==> src/rtl/cpu_ctrl_pkg.sv <==
// cpu_ctrl_pkg
// Shared types and sizing helpers for the pipeline stall/flush controller.
//   ctrl_state_t   : controller FSM states (RUN, MEM_WAIT, HALT)
//   CNT_W_DEFAULT  : default performance-counter width
//   wait_cnt_w()   : width of the memory-wait counter for a given timeout
package cpu_ctrl_pkg;

  typedef enum logic [1:0] {
    RUN      = 2'd0,
    MEM_WAIT = 2'd1,
    HALT     = 2'd2
  } ctrl_state_t;

  localparam int CNT_W_DEFAULT   = 16;
  localparam int MEM_TIMEOUT_MAX = 255;
  // Widest wait counter any legal timeout can need.
  localparam int WAIT_W_MAX      = $clog2(MEM_TIMEOUT_MAX + 1);

  // wait_cnt must be able to hold MEM_TIMEOUT itself.
  function automatic int wait_cnt_w(input int timeout);
    return (timeout < 1) ? 1 : $clog2(timeout + 1);
  endfunction

endpackage

==> src/rtl/pipeline_stall_controller_if.sv <==
// pipeline_stall_controller_if
// Hazard/memory status flowing into the stall controller and the pipeline
// register enables / flush strobes flowing back to the datapath.
//   master : datapath side (drives hazard + memory status, receives enables)
//   slave  : controller side
interface pipeline_stall_controller_if;
  logic load_use;
  logic branch_taken;
  logic mem_req;
  logic mem_ack;
  logic pc_write;
  logic ifid_write;
  logic ctrl_zero;
  logic pipe_hold;
  logic flush_ifid;
  logic flush_idex;
  logic flush_exmem;

  modport master (
    output load_use, branch_taken, mem_req, mem_ack,
    input  pc_write, ifid_write, ctrl_zero, pipe_hold,
           flush_ifid, flush_idex, flush_exmem
  );

  modport slave (
    input  load_use, branch_taken, mem_req, mem_ack,
    output pc_write, ifid_write, ctrl_zero, pipe_hold,
           flush_ifid, flush_idex, flush_exmem
  );
endinterface

==> src/rtl/sat_counter.sv <==
// sat_counter
// Up counter that sticks at all-ones instead of wrapping.
//   clk   : clock
//   reset : synchronous active-high clear
//   inc   : count this cycle
//   count : current value
module sat_counter #(
  parameter int W = 16
) (
  input  logic         clk,
  input  logic         reset,
  input  logic         inc,
  output logic [W-1:0] count
);

  always_ff @(posedge clk) begin
    if (reset) begin
      count <= '0;
    end else if (inc && (count != '1)) begin
      count <= count + 1'b1;
    end
  end

endmodule

==> src/rtl/pipeline_stall_controller.sv <==
// pipeline_stall_controller
// Merges load-use stalls, taken-branch flushes and the data-memory handshake
// into pipeline register enables, flush strobes and the bubble select.
// All outputs are Mealy: a stall, flush or release acts in the cycle of its cause.
//   clk, reset     : clock, synchronous active-high reset
//   bus (slave)    : hazard/memory inputs, pipeline control outputs
//   proto_err      : sticky, mem_req and branch_taken seen together in RUN
//   halted         : sticky, memory watchdog expired
//   stall_cycles   : saturating count of stalled (pc_write=0) cycles
//   flush_count    : saturating count of taken-branch flushes
module pipeline_stall_controller
  import cpu_ctrl_pkg::*;
#(
  parameter int MEM_TIMEOUT = 15,
  parameter int CNT_W       = CNT_W_DEFAULT
) (
  input  logic                 clk,
  input  logic                 reset,
  pipeline_stall_controller_if.slave bus,
  output logic                 proto_err,
  output logic                 halted,
  output logic [CNT_W-1:0]     stall_cycles,
  output logic [CNT_W-1:0]     flush_count
);

  localparam int WAIT_W = wait_cnt_w(MEM_TIMEOUT);
  localparam logic [WAIT_W-1:0] TIMEOUT_V = WAIT_W'(MEM_TIMEOUT);

  ctrl_state_t       state, state_nxt;
  logic [WAIT_W-1:0] wait_cnt;
  logic              miss;
  logic              timeout;
  logic              pc_write, ifid_write, ctrl_zero, pipe_hold;
  logic              flush_all;
  logic              stall_inc;

  assign miss    = bus.mem_req & ~bus.mem_ack;
  assign timeout = (state == MEM_WAIT) && !bus.mem_ack && (wait_cnt == TIMEOUT_V);

  always_ff @(posedge clk) begin
    if (reset) state <= RUN;
    else       state <= state_nxt;
  end

  always_comb begin
    state_nxt = state;
    case (state)
      RUN:      if (miss) state_nxt = MEM_WAIT;
      MEM_WAIT: begin
        if (bus.mem_ack)  state_nxt = RUN;
        else if (timeout) state_nxt = HALT;
      end
      HALT:     state_nxt = HALT;
      default:  state_nxt = RUN;
    endcase
  end

  // Priority in RUN: memory miss, then branch flush, then load-use.
  // A branch alongside a memory access is a protocol error and is dropped.
  always_comb begin
    pc_write   = 1'b1;
    ifid_write = 1'b1;
    ctrl_zero  = 1'b0;
    pipe_hold  = 1'b0;
    flush_all  = 1'b0;
    if (reset) begin
      pc_write   = 1'b0;
      ifid_write = 1'b0;
      ctrl_zero  = 1'b1;
    end else begin
      case (state)
        RUN: begin
          if (miss) begin
            pc_write   = 1'b0;
            ifid_write = 1'b0;
            pipe_hold  = 1'b1;
          end else if (bus.branch_taken && !bus.mem_req) begin
            flush_all  = 1'b1;
          end else if (bus.load_use) begin
            pc_write   = 1'b0;
            ifid_write = 1'b0;
            ctrl_zero  = 1'b1;
          end
        end
        MEM_WAIT: begin
          // The ack cycle itself lets the pipeline advance.
          if (!bus.mem_ack) begin
            pc_write   = 1'b0;
            ifid_write = 1'b0;
            pipe_hold  = 1'b1;
          end
        end
        default: begin
          pc_write   = 1'b0;
          ifid_write = 1'b0;
          pipe_hold  = 1'b1;
          ctrl_zero  = 1'b1;
        end
      endcase
    end
  end

  assign bus.pc_write    = pc_write;
  assign bus.ifid_write  = ifid_write;
  assign bus.ctrl_zero   = ctrl_zero;
  assign bus.pipe_hold   = pipe_hold;
  assign bus.flush_ifid  = flush_all;
  assign bus.flush_idex  = flush_all;
  assign bus.flush_exmem = flush_all;

  // wait_cnt numbers the MEM_WAIT cycle in progress (1 on the first one).
  always_ff @(posedge clk) begin
    if (reset) begin
      wait_cnt <= '0;
    end else if ((state == RUN) && miss) begin
      wait_cnt <= WAIT_W'(1);
    end else if ((state == MEM_WAIT) && !bus.mem_ack && (wait_cnt != TIMEOUT_V)) begin
      wait_cnt <= wait_cnt + 1'b1;
    end
  end

  always_ff @(posedge clk) begin
    if (reset) begin
      proto_err <= 1'b0;
      halted    <= 1'b0;
    end else begin
      if ((state == RUN) && bus.mem_req && bus.branch_taken) proto_err <= 1'b1;
      if (timeout) halted <= 1'b1;
    end
  end

  assign stall_inc = !reset && (state != HALT) && !pc_write;

  sat_counter #(.W(CNT_W)) u_stall_cnt (
    .clk   (clk),
    .reset (reset),
    .inc   (stall_inc),
    .count (stall_cycles)
  );

  sat_counter #(.W(CNT_W)) u_flush_cnt (
    .clk   (clk),
    .reset (reset),
    .inc   (flush_all),
    .count (flush_count)
  );

endmodule

==> src/flat_wrapper.sv <==
// flat-port wrapper written by rule: the top's interface ports become plain ports
module pipeline_stall_controller_flat import cpu_ctrl_pkg::*;
#(
  parameter int MEM_TIMEOUT = 15,
  parameter int CNT_W       = CNT_W_DEFAULT
)
  (clk, reset, proto_err, halted, stall_cycles, flush_count, bus_load_use, bus_branch_taken, bus_mem_req, bus_mem_ack, bus_pc_write, bus_ifid_write, bus_ctrl_zero, bus_pipe_hold, bus_flush_ifid, bus_flush_idex, bus_flush_exmem);
  pipeline_stall_controller_if bus_i ();
  input  logic clk;
  input  logic reset;
  output logic proto_err;
  output logic halted;
  output logic [CNT_W-1:0] stall_cycles;
  output logic [CNT_W-1:0] flush_count;
  input wire logic [$bits(bus_i.load_use)-1:0] bus_load_use;
  input wire logic [$bits(bus_i.branch_taken)-1:0] bus_branch_taken;
  input wire logic [$bits(bus_i.mem_req)-1:0] bus_mem_req;
  input wire logic [$bits(bus_i.mem_ack)-1:0] bus_mem_ack;
  output wire logic [$bits(bus_i.pc_write)-1:0] bus_pc_write;
  output wire logic [$bits(bus_i.ifid_write)-1:0] bus_ifid_write;
  output wire logic [$bits(bus_i.ctrl_zero)-1:0] bus_ctrl_zero;
  output wire logic [$bits(bus_i.pipe_hold)-1:0] bus_pipe_hold;
  output wire logic [$bits(bus_i.flush_ifid)-1:0] bus_flush_ifid;
  output wire logic [$bits(bus_i.flush_idex)-1:0] bus_flush_idex;
  output wire logic [$bits(bus_i.flush_exmem)-1:0] bus_flush_exmem;
  assign bus_i.load_use = bus_load_use;
  assign bus_i.branch_taken = bus_branch_taken;
  assign bus_i.mem_req = bus_mem_req;
  assign bus_i.mem_ack = bus_mem_ack;
  assign bus_pc_write = bus_i.pc_write;
  assign bus_ifid_write = bus_i.ifid_write;
  assign bus_ctrl_zero = bus_i.ctrl_zero;
  assign bus_pipe_hold = bus_i.pipe_hold;
  assign bus_flush_ifid = bus_i.flush_ifid;
  assign bus_flush_idex = bus_i.flush_idex;
  assign bus_flush_exmem = bus_i.flush_exmem;
  pipeline_stall_controller #(.MEM_TIMEOUT(MEM_TIMEOUT), .CNT_W(CNT_W)) u_core (.clk(clk), .reset(reset), .bus(bus_i), .proto_err(proto_err), .halted(halted), .stall_cycles(stall_cycles), .flush_count(flush_count));
endmodule
==> config.mk <==
export PLATFORM = sky130hd
export DESIGN_NAME = pipeline_stall_controller_flat
export DESIGN_NICKNAME = d
export VERILOG_FILES = /design/src/rtl/cpu_ctrl_pkg.sv /design/src/rtl/pipeline_stall_controller_if.sv /design/src/rtl/sat_counter.sv /design/src/rtl/pipeline_stall_controller.sv /design/src/flat_wrapper.sv
export SDC_FILE = /design/constraint.sdc
export NUM_CORES = 1
export LEC_CHECK = 0
export CAP_MARGIN = 10
export CORE_MARGIN = 4
export CORE_UTILIZATION = 45
export DETAILED_ROUTE_END_ITERATION = 8
export PLACE_DENSITY = 0.82
export SYNTH_ARGS = -nofsm -noshare
export SYNTH_HDL_FRONTEND = slang
export SYNTH_SLANG_ARGS = --single-unit
export TNS_END_PERCENT = 1
==> constraint.sdc <==
create_clock -name clk -period 2.3 [get_ports clk]
set_clock_uncertainty 0.05 [all_clocks]
set_input_delay 0.345 -clock clk [delete_from_list [all_inputs] [get_ports clk]]
set_output_delay 0.345 -clock clk [all_outputs]
set_load 0.03 [all_outputs]
# == Yosys cells after proc, flatten, opt, wreduce, memory -nomap -nowiden ==
# Index checks and enable logic that the tools add are counted.
# totals
regBits,40
latchBits,0
ramBits,0
mem_bits_ro,0
wordCells,65
n_memories,0
# op_classes
add_sub_neg,3
multipliers,0
n_div,0
magnitude_cmp,0
eq_ne,9
n_shift,0
muxes,25
bitwise_logic,2
reduce_logical,19
# ops
cell,n
$add A16 B1 Y16 const B,2
$ne A16 B16 Y1 const B,2
$mux W1,18
$logic_and A1 B1 Y1,11
$mux W2,3
$pmux W1 S2,3
$pmux W2 S3,1
$add A4 B1 Y4 const B,1
$eq A4 B4 Y1 const B,1
$logic_not A1 Y1,4
$ne A4 B4 Y1 const B,1
$ne A3 B2 Y1 const B,1
$eq A2 B1 Y1 const B,1
$eq A2 B2 Y1 const B,1
$logic_not A2 Y1,1
$ne A2 B1 Y1 const B,1
$ne A2 B2 Y1 const B,1
$reduce_and A2 Y1,1
$reduce_bool A2 Y1,1
$reduce_or A2 Y1,1
$and A1 B1 Y1,1
$not A1 Y1,1

# == Longest topological paths before layout ==
# Gate-level depths: netlist of the first run.
# logic_depth
ltp_word,9
depth_mapped,6
ltp_nobuf,5

# == Cells and area by module ==
# A second synthesis of the first run with hierarchy kept.
# unflattened
cells_unflattened,255
hier_area_um2,2157.1
# modules_own_cells
module,instances,cells_per_inst,area_each_um2,seq_area_each_um2
sat_counter,2,99,848.3,320.3
pipeline_stall_controller,1,57,460.4,160.2

# == Worst setup path before layout of the first run ==
# Ideal clock, no wire load.
# synth_timing
path_kind,input-to-output
from,input port reset
to,output port bus_pc_write
arrival_ns,1.918
path_slack_ns,-0.013
path_stages,3
cell_sequence,clkbuf_1 -> nor4_1 -> buf_4
# synth_via
elab_chain_cells,1
# synth_rtl
element,line,text
"start, declared",flat_wrapper.sv:10,input logic reset;
$mux W1,-,
"end, declared",flat_wrapper.sv:19,output wire logic [$bits(bus_i.pc_write)-1:0] bus_pc_write;
# Every way passes these cells.

# == Worst setup path after layout of the first run ==
# layout_timing
from,input port bus_branch_taken
to,output port bus_ctrl_zero
# layout_via
elab_chain_cells,5
# layout_rtl
element,line,text
"start, declared",flat_wrapper.sv:16,input wire logic [$bits(bus_i.branch_taken)-1:0] bus_branch_taken;
$logic_and A1 B1 Y1,pipeline_stall_controller.sv:77,end else if (bus.branch_taken && !bus.mem_req) begin
$mux W1,pipeline_stall_controller.sv:77,
$mux W1,pipeline_stall_controller.sv:73,if (miss) begin
$pmux W1 S2,pipeline_stall_controller.sv:71,case (state)
$mux W1,pipeline_stall_controller.sv:66,if (reset) begin
"end, declared",flat_wrapper.sv:21,output wire logic [$bits(bus_i.ctrl_zero)-1:0] bus_ctrl_zero;
# Every way passes these cells.

==> flow_summary.ini, run 1 <==
[global_route]
grt_pass1_vias = 2064
grt_max_degree = 49
grt_usage_pct = 18.5
grt_first_pass_wirelength_mm = 9.38
grt-ovfl-total = 0
antenna_found_initial = 0

[yosys]
synth_area_per_cell_sq_um = 8.51
yosys_warnings = 0
ys_seq_elements = 40
synth_cell_types = 45
syn_nets = 277
synth-main-ff-cell = dfxtp_1
ys_seq_area_share_pct = 35.1
syn-cell-area_sq_um = 2280
syn_inst = 268
synth_edf_count = 0
synthArstFlopShare_pct = 0

[critical_path]
cp-start-kind = input pin
cp_slowest_cell = clkdlybuf4s50_1
critPathMostFrequentCell = nor2b_1
worst_path_largest_cell_delay_ns = 0.55
cp.required_ns = 1.90
crit_arrival_ns = 1.78
worstPathCellList = clkdlybuf4s50_1, nor2b_1, nor3b_2, nor2b_1, or3_1, buf_4
cp-end-kind = output port
crit_fanout = 5
crit_type = input pin to output port

[floorplanning]
ios = 47
die_h_um = 79.2
fp.dieW_um = 79.2
fp.dieArea_sq_um = 6270
core_sq_um = 4820
initial_utilization_pct = 47.3
rows = 25

[clocking]
tritoncts = yes
cts_max_path_buffers = 2
h-tree-depth = 2
clkTransAtPathRegs_ns = 0.08
cts_sinks = 40
cts_setup_buffers = 0
cts_root_buf = clkbuf_8
numCtsBuffers = 5
insertion_delay_ns = 0.29

[power]
ir_worst_vdd_uv = 266
p_comb_share_pct = 11.8
switching_share_pct = 23.5
switching_power_w = 0.000358
p_leak_nw = 1.08
power_frac_clock_pct = 41.1
internal_power_w = 0.00117
power_density_nw_per_um2 = 507
seqPwrFrac_pct = 47.1

[sta]
drv_slew = 0
finalSetupTns_ns = 0
slew-limit-headroom_pct = 71.3
finalSetupViolCount = 0
worst_slew_pin_slew_ns = 0.425
hold_viol = 0
rsz0062_at_grt = no
fin_crit_sh_pct = 94.5
finalWorstSetupSlack_ns = 0.126
period_minus_slack_ns = 2.17
max_freq_mhz = 460

[detailed_routing]
postRouteAntennaNets = 0
drc_errors = 0
first_pass_iters = 4
vias_per_cell = 5.74
vias = 2231
routedWlPerCell_um = 14.2
routed_wl_mm = 5.51
drt-initial-drc-count = 92

[placement]
dp_hpwl_mm = 3.99
post-place-ws_ns = -0.0418
io_buffers = 46
place_congestion = 0.840

[status]
run_status = completed

[finish]
drive_gt1_share_pct = 16.8
nets = 330
n_antenna_cell = 0
nFillCells = 418
area_growth_pct = 32.0

[run]
cap_viol_max_count = 0

[hold_path]
hp-class = register to register
[layer usage]
| layer | vias to the layer above | track usage [%] | wire length [um] |
|---|---|---|---|
| li1 | 1119 | - | - |
| met1 | 1042 | 22.7 | 2510 |
| met2 | 62 | 31.7 | 2670 |
| met3 | 8 | 3.51 | 238 |
| met4 | 0 | 7.39 | 89 |
| met5 | - | 0 | 0 |
[critical path: cells and delay by family]
family                 cells  cell delay (ns)
buffers and inverters      2             0.73
and+or+nand+nor            4             0.71
[path summary, 6_finish.rpt]
check,from,endpoint,slack (ns),cells after the start
max,bus_branch_taken,bus_ctrl_zero,0.13,6
min,u_core.halted$_SDFFE_PP0P_,u_core.halted$_SDFFE_PP0P_,0.40,2
min reg2reg,u_core.halted$_SDFFE_PP0P_,u_core.halted$_SDFFE_PP0P_,0.40,2
max reg2reg,u_core.state[1]$_SDFFE_PP0P_,u_core.u_stall_cnt.count[2]$_SDFFE_PP0P_,0.30,6
[area by class of cell]
| class | count | area, sq um | share of cell area (%) |
|---|---|---|---|
| well taps | 67 | 83.8 | 2.79 |
| clock inverters | 1 | 30.0 | 0.998 |
| flip-flops and latches | 40 | 801 | 26.6 |
| multi-input cells | 205 | 1370 | 45.6 |
| clock buffers | 7 | 96.3 | 3.20 |
| inverters | 8 | 30.0 | 0.998 |
| repair buffers | 61 | 596 | 19.8 |
[cell families after synthesis]
logic type | after synthesis | share of synthesized area [%]
AND/OR/NAND/NOR | 136 | 34.5
AO/OA/AOI/OAI | 47 | 14.5
buffers and inverters | 23 | 5.16
flip-flops | 40 | 35.1
multiplexers | 17 | 8.29
XOR/XNOR | 2 | 0.769
adder cells (fa/ha/maj) | 3 | 1.65
[stage by stage]
step | area, sq um | utilization [%] | std cells | total power (W) | hold slack, ns
after floorplan | 2290 | - | 268 | 0.000839 | 0.398
after global placement | 2880 | 59.7 | 381 | 0.000909 | 0.388
after detailed placement | 2880 | 59.7 | 381 | 0.000914 | 0.390
after CTS | 3000 | 62.3 | 389 | 0.00154 | 0.408
after global routing | 3010 | 62.5 | 389 | 0.00159 | 0.445
final | 3010 | 62.5 | 389 | 0.00152 | 0.402
[timing repair]
item	CTS	global route
gates resized for setup	0	2
setup endpoints to repair	0	1
hold buffers	0	0
[cell usage after synthesis, drive strengths merged (2+ instances only)]
cell / number / area share (%)
buf: 8 / 2.7
dfxtp: 40 / 35
ha: 3 / 1.6
mux2: 15 / 7.4
nand2: 17 / 2.8
nor2b: 18 / 4.9
or4: 6 / 2.1
nor4b: 2 / 1.4
nor2: 24 / 4.0
o311ai: 4 / 1.5
a31oi: 2 / 0.55
nor3b: 3 / 0.99
o41ai: 5 / 1.9
nand4: 9 / 3.0
or3: 3 / 0.82
mux2i: 2 / 0.88
nand2b: 2 / 0.55
or4b: 3 / 1.3
o31ai: 5 / 1.6
clkbuf: 7 / 1.2
a211oi: 5 / 1.6
and3: 4 / 1.1
xor2: 2 / 0.77
nor4: 12 / 3.3
a21oi: 16 / 3.5
o21ai: 4 / 0.88
inv: 8 / 1.3
nor3: 6 / 1.3
and4: 3 / 1.2
and2: 3 / 0.82
nand3: 19 / 4.2
[placed cells by master, fill, tap and decap left out, types with 2 or more instances in the layout]
cell type | synthesis | routed
and3_1 | 4 | 4
xor2_1 | 2 | 2
o41ai_1 | 5 | 5
o21ai_0 | 4 | 4
nand3_1 | 19 | 19
mux2_2 | 15 | 15
or4b_1 | 2 | 2
nand4_1 | 7 | 7
buf_4 | 6 | 19
or3_1 | 3 | 3
o31ai_1 | 5 | 5
a21oi_1 | 16 | 16
and4_1 | 3 | 3
nor2_1 | 24 | 24
buf_12 | 0 | 3
nor4_1 | 12 | 11
a211oi_1 | 5 | 5
a31oi_1 | 2 | 2
ha_1 | 3 | 3
nor3b_1 | 3 | 2
nand4_2 | 2 | 2
clkbuf_8 | 0 | 7
nor3_1 | 6 | 6
mux2i_1 | 2 | 2
nand2_1 | 17 | 17
and2_1 | 3 | 3
dfxtp_1 | 40 | 40
nand2b_1 | 2 | 2
nor2b_1 | 18 | 18
or4_1 | 5 | 5
inv_1 | 8 | 8
clkdlybuf4s50_1 | 0 | 38
o311ai_0 | 4 | 4
[power groups by stage]
stage | sequential [W] | clock (W) | combinational (W)
3_3_place_gp | 0.000734 | 0 | 0.000176
6_report | 0.000718 | 0.000626 | 0.000180
2_1_floorplan | 0.000744 | 0 | 0.0000948
4_1_cts | 0.000718 | 0.000640 | 0.000181
5_1_grt | 0.000721 | 0.000675 | 0.000193
3_5_place_dp | 0.000734 | 0 | 0.000180
[state kept, by name (all words and copies together) (netlist names)]
register,count
u_core.state,2
u_core.proto_err,1
u_core.wait_cnt,4
u_core.u_flush_cnt.count,16
u_core.u_stall_cnt.count,16
u_core.halted,1
No activity file was read; power rests on OpenSTA's default activity.
==> inputs of run 2 (changes only) <==
--- a/config.mk
+++ b/config.mk
@@ -6,7 +6,6 @@
 export NUM_CORES = 1
 export LEC_CHECK = 0
 export CAP_MARGIN = 10
-export CORE_MARGIN = 4
 export CORE_UTILIZATION = 45
 export DETAILED_ROUTE_END_ITERATION = 8
 export PLACE_DENSITY = 0.82
==> flow_summary.ini, run 2 (synthesis results as in run 1) <==
[sta]
slew-limit-headroom_pct = 71.8
hold_viol = 0
finalSetupViolCount = 0
max_freq_mhz = 453
finalSetupTns_ns = 0
finalWorstSetupSlack_ns = 0.0908
fin_crit_sh_pct = 96.1
drv_slew = 0
worst_slew_pin_slew_ns = 0.418
period_minus_slack_ns = 2.21
rsz0062_at_grt = no

[power]
power_density_nw_per_um2 = 509
p_leak_nw = 1.09
ir_worst_vdd_uv = 417

[critical_path]
r2r_end = u_core.u_stall_cnt.count[14]$_SDFFE_PP0P_
crit_type = input pin to output port
worst_path_largest_cell_delay_ns = 0.55
cp-start-kind = input pin
crit_arrival_ns = 1.81
cp-end-kind = output port
cp.required_ns = 1.90
path_buf_inv = 4
worstPathCellList = clkdlybuf4s50_1, nor4b_4, nand2_2, buf_4, inv_1, buf_4
reg2regPathDepth = 5
r2r_slack_ns = 0.29
critPathMostFrequentCell = buf_4
cp_slowest_cell = clkdlybuf4s50_1
cp_top_family = buffers and inverters
crit_fanout = 10
r2r_start = u_core.u_stall_cnt.count[0]$_SDFFE_PP0P_

[detailed_routing]
first_pass_iters = 4
vias = 2210
drc_errors = 0
routed_wl_mm = 5.44
vias_per_cell = 5.65
postRouteAntennaNets = 0
drt-initial-drc-count = 120
routedWlPerCell_um = 13.9

[finish]
layout_commonest_cell = dfxtp_1
drive_gt1_share_pct = 17.6
top_regs = u_core.u_flush_cnt.count (16), u_core.u_stall_cnt.count (16), u_core.wait_cnt (4)
nFillCells = 420
mostFrequentLayoutCells = 40 x dfxtp_1, 38 x clkdlybuf4s50_1, 24 x nor2_1
final_util_pct = 63.2
nets = 332
area_growth_pct = 32.8
n_antenna_cell = 0

[global_route]
grt_pass1_vias = 2029
grt_max_degree = 49
grt_first_pass_wirelength_mm = 9.14
grt-ovfl-total = 0
antenna_found_initial = 0
grt_usage_pct = 22.0

[clocking]
tritoncts = yes
cts_hold_buf = 0
insertion_delay_ns = 0.30
cts_setup_buffers = 0
h-tree-depth = 2
cts_root_buf = clkbuf_8
cts_sinks = 40
cts_max_path_buffers = 2
numCtsBuffers = 5
clkTransAtPathRegs_ns = 0.08

[placement]
dp_hpwl_mm = 3.80
place_congestion = 0.809
io_buffers = 46
post-place-ws_ns = -0.00952

[hold_path]
worstHoldEndpoint = u_core.halted$_SDFFE_PP0P_
min_path_cells = 2
hp-class = register to register
min_from = u_core.halted$_SDFFE_PP0P_

[floorplanning]
die_h_um = 73.2
core_sq_um = 4790
fp.dieW_um = 73.2
fp.dieArea_sq_um = 5350
initial_utilization_pct = 47.6
ios = 47
rows = 25

[run]
cap_viol_max_count = 0

[status]
run_status = completed
## run 2: cell types whose count changed in the layout (fill, tap and decap cells not counted)
cell / before / now
buf_4: 19 / 21
nand2_1: 17 / 16
nand2_2: 0 / 1
## run 2: worst max path at each step
stage                                              from  cells after the start                                        end  slack (ns)
6_report                               bus_branch_taken                      6                             bus_flush_idex        0.09
3_5_place_dp                                bus_mem_req                      6  u_core.u_stall_cnt.count[11]$_SDFFE_PP0P_       -0.01
5_1_grt                                bus_branch_taken                      6                             bus_flush_idex        0.01
4_1_cts                                     bus_mem_req                      7                              bus_ctrl_zero       0.001
3_3_place_gp                               bus_load_use                      6  u_core.u_stall_cnt.count[15]$_SDFFE_PP0P_        0.06
2_1_floorplan  u_core.u_stall_cnt.count[0]$_SDFFE_PP0P_                      5  u_core.u_stall_cnt.count[12]$_SDFFE_PP0P_        0.21
## run 2: what timing repair did
item,CTS,global route
pin swaps,0,0
cloned,0,0
endpoints found under the setup margin,3,1
resized for setup,1,2
## run 2: cell type report
type                    count  area, sq um  area share (%)
clock buffers               7         96.3            3.18
clock inverters             1         30.0           0.992
inverters                   8         30.0           0.992
multi-input cells         205         1380            45.4
flip-flops and latches     40          801            26.5
well taps                  67         83.8            2.77
repair buffers             63          611            20.2
## run 2: report_power, final
part	total, W	internal (W)	switching, W
Sequential	0.000718	0.000702	0.0000158
Combinational	0.000182	0.0000834	0.0000988
Clock	0.000639	0.000383	0.000256
Total	0.00154	0.00117	0.000370
## run 2: worst reg2reg max path: stages, from the launching register on
cell and delay (ns):
dfxtp_1 0.44, ha_1 0.25, inv_1 0.09, or4_4 0.56, or4_1 0.42, a21oi_1 0.14
## run 2: stage by stage
step                      power [W]  hold slack (ns)  instances  area [sq um]
after floorplan            0.000839            0.398        268          2290
after global routing        0.00159            0.420        391          3030
after global placement     0.000912            0.386        383          2890
after detailed placement   0.000916            0.390        383          2890
after CTS                   0.00155            0.407        391          3020
final                       0.00154            0.398        391          3030
## run 2: per-layer routing
layer	up-vias	GRT usage (%)	wire, um
met3	7	4.14	176
met2	45	36.8	2720
met4	0	9.37	83
met1	1038	27.5	2460
met5	-	0	0
li1	1120	-	-
==> inputs of run 3 (changes only) <==
--- a/config.mk
+++ b/config.mk
@@ -8,6 +8,7 @@
 export CAP_MARGIN = 10
 export CORE_UTILIZATION = 45
 export DETAILED_ROUTE_END_ITERATION = 8
+export GPL_ROUTABILITY_DRIVEN = 0
 export PLACE_DENSITY = 0.82
 export SYNTH_ARGS = -nofsm -noshare
 export SYNTH_HDL_FRONTEND = slang
==> results of run 3 <==
Same layout as run 2: the final DEF is identical, and so are final timing and power.
